### src/rtl/td4_sequencer.sv
// TD4-style 4-bit sequencer: HALT/FETCH/EXEC control around a tiny
// accumulator datapath with a req/ack instruction fetch port.
module td4_sequencer (
   input  logic       clk,
   input  logic       reset,
   input  logic       run,
   input  logic       step,
   output logic       imem_req,
   output logic [3:0] imem_addr,
   input  logic       imem_ack,
   input  logic [7:0] imem_data,
   input  logic [3:0] in_port,
   output logic [3:0] out_port,
   output logic [3:0] pc,
   output logic       halted
);

   typedef enum logic [1:0] {S_HALT, S_FETCH, S_EXEC} state_t;

   state_t     r_state;
   logic [3:0] r_a, r_b, r_out, r_pc;
   logic       r_c;
   logic [7:0] r_ir;
   logic       r_req, r_halted;

   logic [3:0] w_op, w_im, w_src;
   logic [4:0] w_sum;
   logic       w_wr_a, w_wr_b, w_wr_out, w_jmp;

   assign w_op  = r_ir[7:4];
   assign w_im  = r_ir[3:0];
   assign w_sum = {1'b0, w_src} + {1'b0, w_im};

   // Undefined opcodes fall through with src=0 and no destination, so C clears.
   always_comb begin
      w_src    = 4'd0;
      w_wr_a   = 1'b0;
      w_wr_b   = 1'b0;
      w_wr_out = 1'b0;
      w_jmp    = 1'b0;
      case (w_op)
         4'b0000: begin w_src = r_a;     w_wr_a   = 1'b1; end
         4'b0101: begin w_src = r_b;     w_wr_b   = 1'b1; end
         4'b0011: begin                  w_wr_a   = 1'b1; end
         4'b0111: begin                  w_wr_b   = 1'b1; end
         4'b0001: begin w_src = r_b;     w_wr_a   = 1'b1; end
         4'b0100: begin w_src = r_a;     w_wr_b   = 1'b1; end
         4'b0010: begin w_src = in_port; w_wr_a   = 1'b1; end
         4'b0110: begin w_src = in_port; w_wr_b   = 1'b1; end
         4'b1001: begin w_src = r_b;     w_wr_out = 1'b1; end
         4'b1011: begin                  w_wr_out = 1'b1; end
         4'b1111: begin                  w_jmp    = 1'b1; end
         4'b1110: begin                  w_jmp    = ~r_c; end
         default: ;
      endcase
   end

   always_ff @(posedge clk or posedge reset) begin
      if (reset) begin
         r_state  <= S_HALT;
         r_a      <= 4'd0;
         r_b      <= 4'd0;
         r_c      <= 1'b0;
         r_out    <= 4'd0;
         r_pc     <= 4'd0;
         r_ir     <= 8'd0;
         r_req    <= 1'b0;
         r_halted <= 1'b1;
      end else begin
         case (r_state)
            S_HALT: begin
               if (run || step) begin
                  r_state  <= S_FETCH;
                  r_req    <= 1'b1;
                  r_halted <= 1'b0;
               end
            end
            S_FETCH: begin
               if (imem_ack) begin
                  r_ir    <= imem_data;
                  r_state <= S_EXEC;
                  r_req   <= 1'b0;
               end
            end
            S_EXEC: begin
               if (w_wr_a)   r_a   <= w_sum[3:0];
               if (w_wr_b)   r_b   <= w_sum[3:0];
               if (w_wr_out) r_out <= w_sum[3:0];
               r_c  <= w_sum[4];
               r_pc <= w_jmp ? w_sum[3:0] : r_pc + 4'd1;
               // run is re-sampled here, so a step-started instruction ends halted
               if (run) begin
                  r_state <= S_FETCH;
                  r_req   <= 1'b1;
               end else begin
                  r_state  <= S_HALT;
                  r_halted <= 1'b1;
               end
            end
            default: begin
               r_state  <= S_HALT;
               r_req    <= 1'b0;
               r_halted <= 1'b1;
            end
         endcase
      end
   end

   assign imem_req  = r_req;
   assign imem_addr = r_pc;
   assign pc        = r_pc;
   assign out_port  = r_out;
   assign halted    = r_halted;

endmodule

### config.mk
export PLATFORM = sky130hd
export DESIGN_NAME = td4_sequencer
export DESIGN_NICKNAME = d
export VERILOG_FILES = /design/src/rtl/td4_sequencer.sv
export SDC_FILE = /design/constraint.sdc
export NUM_CORES = 1
export LEC_CHECK = 0
export ABC_CLOCK_PERIOD_IN_PS = 2770
export CELL_PAD_IN_SITES_DETAIL_PLACEMENT = 0
export CELL_PAD_IN_SITES_GLOBAL_PLACEMENT = 1
export CORE_MARGIN = 2
export CORE_UTILIZATION = 32
export CTS_BUF_LIST = sky130_fd_sc_hd__clkbuf_4
export CTS_CLUSTER_SIZE = 10
export DETAILED_ROUTE_END_ITERATION = 8
export PLACE_DENSITY_LB_ADDON = 0.12
export SYNTH_ARGS = -nofsm -noshare
export SYNTH_HDL_FRONTEND = slang
export SYNTH_SLANG_ARGS = --single-unit
### constraint.sdc
create_clock -name clk -period 2.77 [get_ports clk]
set_input_delay 0.4155 -clock clk [delete_from_list [all_inputs] [get_ports clk]]
set_output_delay 0.4155 -clock clk [all_outputs]
set_load 0.02 [all_outputs]
# [Word-level counts from Yosys, hierarchy flattened]
# Index checks and enable logic that the tools add are counted.
[totals] reg_bits=29 in_bits=17 out_inout_bits=14 word_cells=63
[classes] n_addsub=2 eq_ne=17 mux=17 bitwise=2 reduce_logical=16
[op_table] op="== test 4 x 3 -> 1 bit, second input constant" n=4
[op_table] op="== test 4 bit, second input constant" n=4
[op_table] op="case mux 4 bit (3 select lines)" n=1
[op_table] op="AND reduction 2 bit" n=5
[op_table] op="two-way mux 1 bit" n=9
[op_table] op="== test 4 x 2 -> 1 bit, second input constant" n=2
[op_table] op="!= test 2 bit, second input constant" n=4
[op_table] op="OR reduction 4 bit" n=2
[op_table] op="case mux 1 bit (3 select lines)" n=2
[op_table] op="case mux 2 bit (3 select lines)" n=1
[op_table] op="AND reduction 3 bit" n=2
[op_table] op="OR reduction 2 bit" n=3
[op_table] op="adder 4 x 4 -> 5 bit" n=1
[op_table] op="adder 4 x 1 -> 4 bit, second input constant" n=1
[op_table] op="== test 4 x 1 -> 1 bit, second input constant" n=1
[op_table] op="zero test 4 bit" n=1
[op_table] op="two-way mux 2 bit" n=2
[op_table] op="two-way mux 4 bit" n=1
[op_table] op="OR reduction 3 bit" n=1
[op_table] op="== test 2 x 1 -> 1 bit, second input constant" n=1
[op_table] op="== test 2 bit, second input constant" n=1
[op_table] op="zero test 2 bit" n=1
[op_table] op="inverter 1 bit" n=2
[op_table] op="case mux 1 bit (2 select lines)" n=1
[op_table] op="logical OR 1 bit" n=1

# [Logic depth before layout (Yosys ltp)]
[logic_depth] ltp_word=5 depth_mapped=10 mapped_depth_nobuf=10

# [Least setup slack after synthesis]
# OpenSTA, ideal clock, no wires.
[synth_path] kind="register to register" startpoint="reg r_ir[7]" endpoint="reg r_pc[2], in the netlist imem_addr[2]" setup_ns=0.087 arrival_ns=2.086 t_required_ns=2.683 slack_ns=0.597 path_stages_with_launch=10 path_buffers=0 period_less_slack_ns=2.173 path_cell_list="dfrtp_1 a211oi_1 nand2_1 o21ai_0 ha_1 inv_1 fa_1 xnor2_1 mux2i_1 a22oi_1"
[synth_via] elab_chain_cells=5 word_cells_on_any_way=16 classes_between="add/sub (1); eq/ne (8); mux (3); reduce/logical (4)"
[synth_rtl] element="start, declared" line_no="23" rtl="logic [7:0] r_ir;"
[synth_rtl] element="start signal, assigned" line_no="80" rtl="r_ir <= imem_data;"
[synth_rtl] element="== test 4 bit (tied with other cells)" line_no="41" rtl="case (w_op)"
[synth_rtl] element="OR reduction 3 bit (no source line) / OR reduction 2 bit (equally long branches)"
[synth_rtl] element="case mux 4 bit (3 select lines)" line_no="41"
[synth_rtl] element="adder 4 x 4 -> 5 bit" line_no="32" rtl="assign w_sum = {1'b0, w_src} + {1'b0, w_im};"
[synth_rtl] element="two-way mux 4 bit *" line_no="90" rtl="r_pc <= w_jmp ? w_sum[3:0] : r_pc + 4'd1;"
[synth_rtl] element="end signal, assigned" line_no="90"
[synth_rtl] element="end, declared" line_no="21" rtl="logic [3:0] r_a, r_b, r_out, r_pc;"
# Every way passes the cells marked *; elsewhere a longest branch is shown, timed or not.
# A chain may end at the register's enable or synchronous reset.

# [Worst setup path after layout]
# Ends and elaborated chain as after synthesis.

==> impl_metrics.env <==
export IMPL_crit_end="imem_addr[2]"
export IMPL_cts_setup_buffers=0
export IMPL_grt_pass1_wl_mm=5.04
export IMPL_start_util_pct=32.5
export IMPL_synth_warnings=0
export IMPL_rsz0062_at_grt="false"
export IMPL_area_delta_synth_final_pct=25.2
export IMPL_cts_tree="yes"
export IMPL_crit_family="adder cells"
export IMPL_cts_sinks=29
export IMPL_core_area_sq_mm=0.00466
export IMPL_ys_flop_type="dfrtp_1"
export IMPL_synth_fp_nets=154
export IMPL_drtIter0Drc=67
export IMPL_io_pins=31
export IMPL_wl_met2_mm=1.37
export IMPL_postRouteWirelength_mm=2.98
export IMPL_htreeDepth=2
export IMPL_yosysMostFrequentCell="dfrtp_1"
export IMPL_ys_top_cells_by_count="28 x dfrtp_1, 19 x mux2_2, 12 x o21ai_0"
export IMPL_die_h_um=72.8
export IMPL_start_kind="flop"
export IMPL_relSlewSlack_pct=56.2
export IMPL_rr_worst_depth=8
export IMPL_met1Wirelength_mm=1.44
export IMPL_cp_required_ns=3.02
export IMPL_ys_seq_area_share_pct=47.9
export IMPL_viasPerCell=4.83
export IMPL_grt_ovfl_total=0
export IMPL_max_freq_mhz=415
export IMPL_cts_hold_buf=0
export IMPL_skew_ns=0.0110
export IMPL_hpwl_mm=2.30
export IMPL_cts_resized=0
export IMPL_syn_area_sq_mm=0.00152
export IMPL_grt_max_degree=19
export IMPL_setup_violations=0
export IMPL_drc=0
export IMPL_n_antenna_cell=0
export IMPL_period_minus_slack_ns=2.41
export IMPL_crit_chain="or2_2 > o21ai_0 > ha_1 > inv_1 > fa_1 > xnor2_1 > mux2i_1 > a22oi_1"
export IMPL_cp_arrival_ns=2.66
export IMPL_synth_simple_area_share_pct=12.1
export IMPL_layout_nets=187
export IMPL_startpoint="r_ir[7]"
export IMPL_die_x_um=72.8
export IMPL_ir_drop_mv=0.320
export IMPL_r2r_start="r_ir[7]"
export IMPL_clk_path_buf_depth=2
export IMPL_path_max_fanout=7
export IMPL_synthArstFlopShare_pct=100
export IMPL_drive_above_1_share_pct=22.4
export IMPL_yosysTopAreaCell="dfrtp_1"
export IMPL_clk_pin_slew_ns=0.10
export IMPL_wl_per_cell_um=13.6
export IMPL_vias=1058
export IMPL_cts_buffers=5
export IMPL_drv_slew=0
export IMPL_routabilityCongestion=0.796
export IMPL_syn_area_per_cell_sq_um=11.6
export IMPL_post_place_ws_ns=0.322
export IMPL_slowest_delay_ns=0.50
export IMPL_leakagePower_uw=0.000823
export IMPL_die_area_sq_mm=0.00531
export IMPL_fillCellCount=430
export IMPL_critPathSlowestCell="dfrtp_1"
export IMPL_synthAdderAreaFrac_pct=5.45
export IMPL_synth_mux_area_share_pct=18.1
export IMPL_worst_slack_ns=0.358
export IMPL_place_area_sq_mm=0.00185
export IMPL_setup_tns_ns=0
export IMPL_synth_xor_area_share_pct=1.16
export IMPL_syn_inst=131
export IMPL_clk_root_buffer_cell="clkbuf_4"
export IMPL_clock_latency_ns=0.33
export IMPL_synth_top_area_share_pct=46.2
export IMPL_worst_pin_slew_ns=0.656
export IMPL_synth_seq_cells=29
export IMPL_power_density_mw_per_mm2=1110
export IMPL_max_cap_violations=0
export IMPL_crit_path_end_kind="flop"
export IMPL_fp_row_count=25
export IMPL_antenna_found_initial=0
export IMPL_drt_pass1_iterations=5
export IMPL_finalCritPeriodShare_pct=87.1
export IMPL_synth_distinct_cells=35
export IMPL_synth_edf_count=0
export IMPL_top_layer="met4"
export IMPL_grt_total_usage_pct=12.8
export IMPL_final_cell_area_sq_mm=0.00190
export IMPL_synth_top_family_by_area="multiplexers"
export IMPL_grt_pass1_vias=1013
export IMPL_finish_utilization_pct=40.8
export IMPL_ff_latch_area_sq_um=727
export IMPL_multi_input_area_sq_um=702
export IMPL_outcome="complete, no violations"
export IMPL_r2r_end="imem_addr[2]"
export IMPL_path_depth=8
export IMPL_hold_path_class="in2async"
export IMPL_drtAntennaViolNets=0
export IMPL_synth_compound_area_share_pct=9.49
export IMPL_critPathKind="reg2reg"
export IMPL_critPathBufInv=1
export IMPL_io_buffers=30
export IMPL_ys_top_cells_by_area="dfrtp_1 46%, mux2_2 14%, ha_1 4.1%"
export IMPL_wl_met3_um=113
export IMPL_finalHoldViolations=0
export IMPL_r2r_slack_ns=0.36
## cells in the final DEF (no fill, tap or decap), drive strengths merged, types with 2 or more instances in the layout
cell / n
a21oi: 6
buf: 3
clkbuf: 5
clkdlybuf4s50: 30
clkinv: 3
dfrtp: 28
ha: 5
inv: 8
mux2: 19
mux2i: 6
nand2: 11
nand2b: 2
nand3: 4
nor2: 4
nor3: 2
o21ai: 12
xnor2: 2
## flip-flops by register name, summed over array words and instances, names as in the netlist
name	cells
halted	1
imem_addr	4
imem_req	1
out_port	4
r_a	4
r_b	4
r_c	1
r_ir	8
r_state	2
## worst register-to-register path, delay by kind of cell, from the launching register on
family                     cells  cell delay (ns)
DFF                            1             0.50
and+or+nand+nor                1             0.40
adders and majority gates      2             0.58
muxes                          1             0.12
AOI/OAI and AO/OA              2             0.38
xor gates and xnor gates       1             0.31
buffers and inverters          1             0.05
## how the worst min path moves through the flow
stage,cells past startpoint,from,to,slack (ns)
3_5_place_dp,2,out_port[1],out_port[1],0.47
5_1_grt,2,reset,imem_req,0.53
6_report,2,reset,imem_req,0.47
3_3_place_gp,2,out_port[1],out_port[1],0.46
4_1_cts,2,out_port[1],out_port[1],0.49
2_1_floorplan,1,r_a[0],r_a[0],0.48
## cell families (layout without fill, tap and decap cells)
kind of cell	after synthesis	in the layout
buf+inv	15	49
compound gates	24	24
xor+xnor	2	2
fa+ha+maj	6	6
simple gates	30	30
flops	29	29
mux	25	25
## per-layer routing
metal,track usage (%),up-vias
met2,18.6,28
met3,3.87,7
met4,6.17,0
li1,-,519
met1,17.4,504
met5,0,-
## final cells by class
cell class                      count  share of cell area (%)
Timing Repair Buffer               33                    17.0
Multi-Input combinational cell     87                    37.0
Clock buffer                        5                    1.98
Tap cell                           54                    3.56
Sequential cell                    29                    38.3
Inverter                            8                    1.58
Clock inverter                      3                   0.659
## power breakdown
part	total [uW]	leakage [uW]	switching (uW)	internal (uW)
registers	810	0.000339	186	624
clock network	237	0.0000300	146	91.5
logic	1070	0.000454	525	543
total	2110	0.000823	857	1260
## through the flow
step	std cells	hold WS, ns	total power, uW
3_3_place_gp	211	0.464	1890
5_1_grt	219	0.530	2300
6_report	219	0.466	2110
3_5_place_dp	211	0.471	1900
4_1_cts	219	0.492	2150
2_1_floorplan	131	0.480	1550
(Power assumes the default switching activity.)
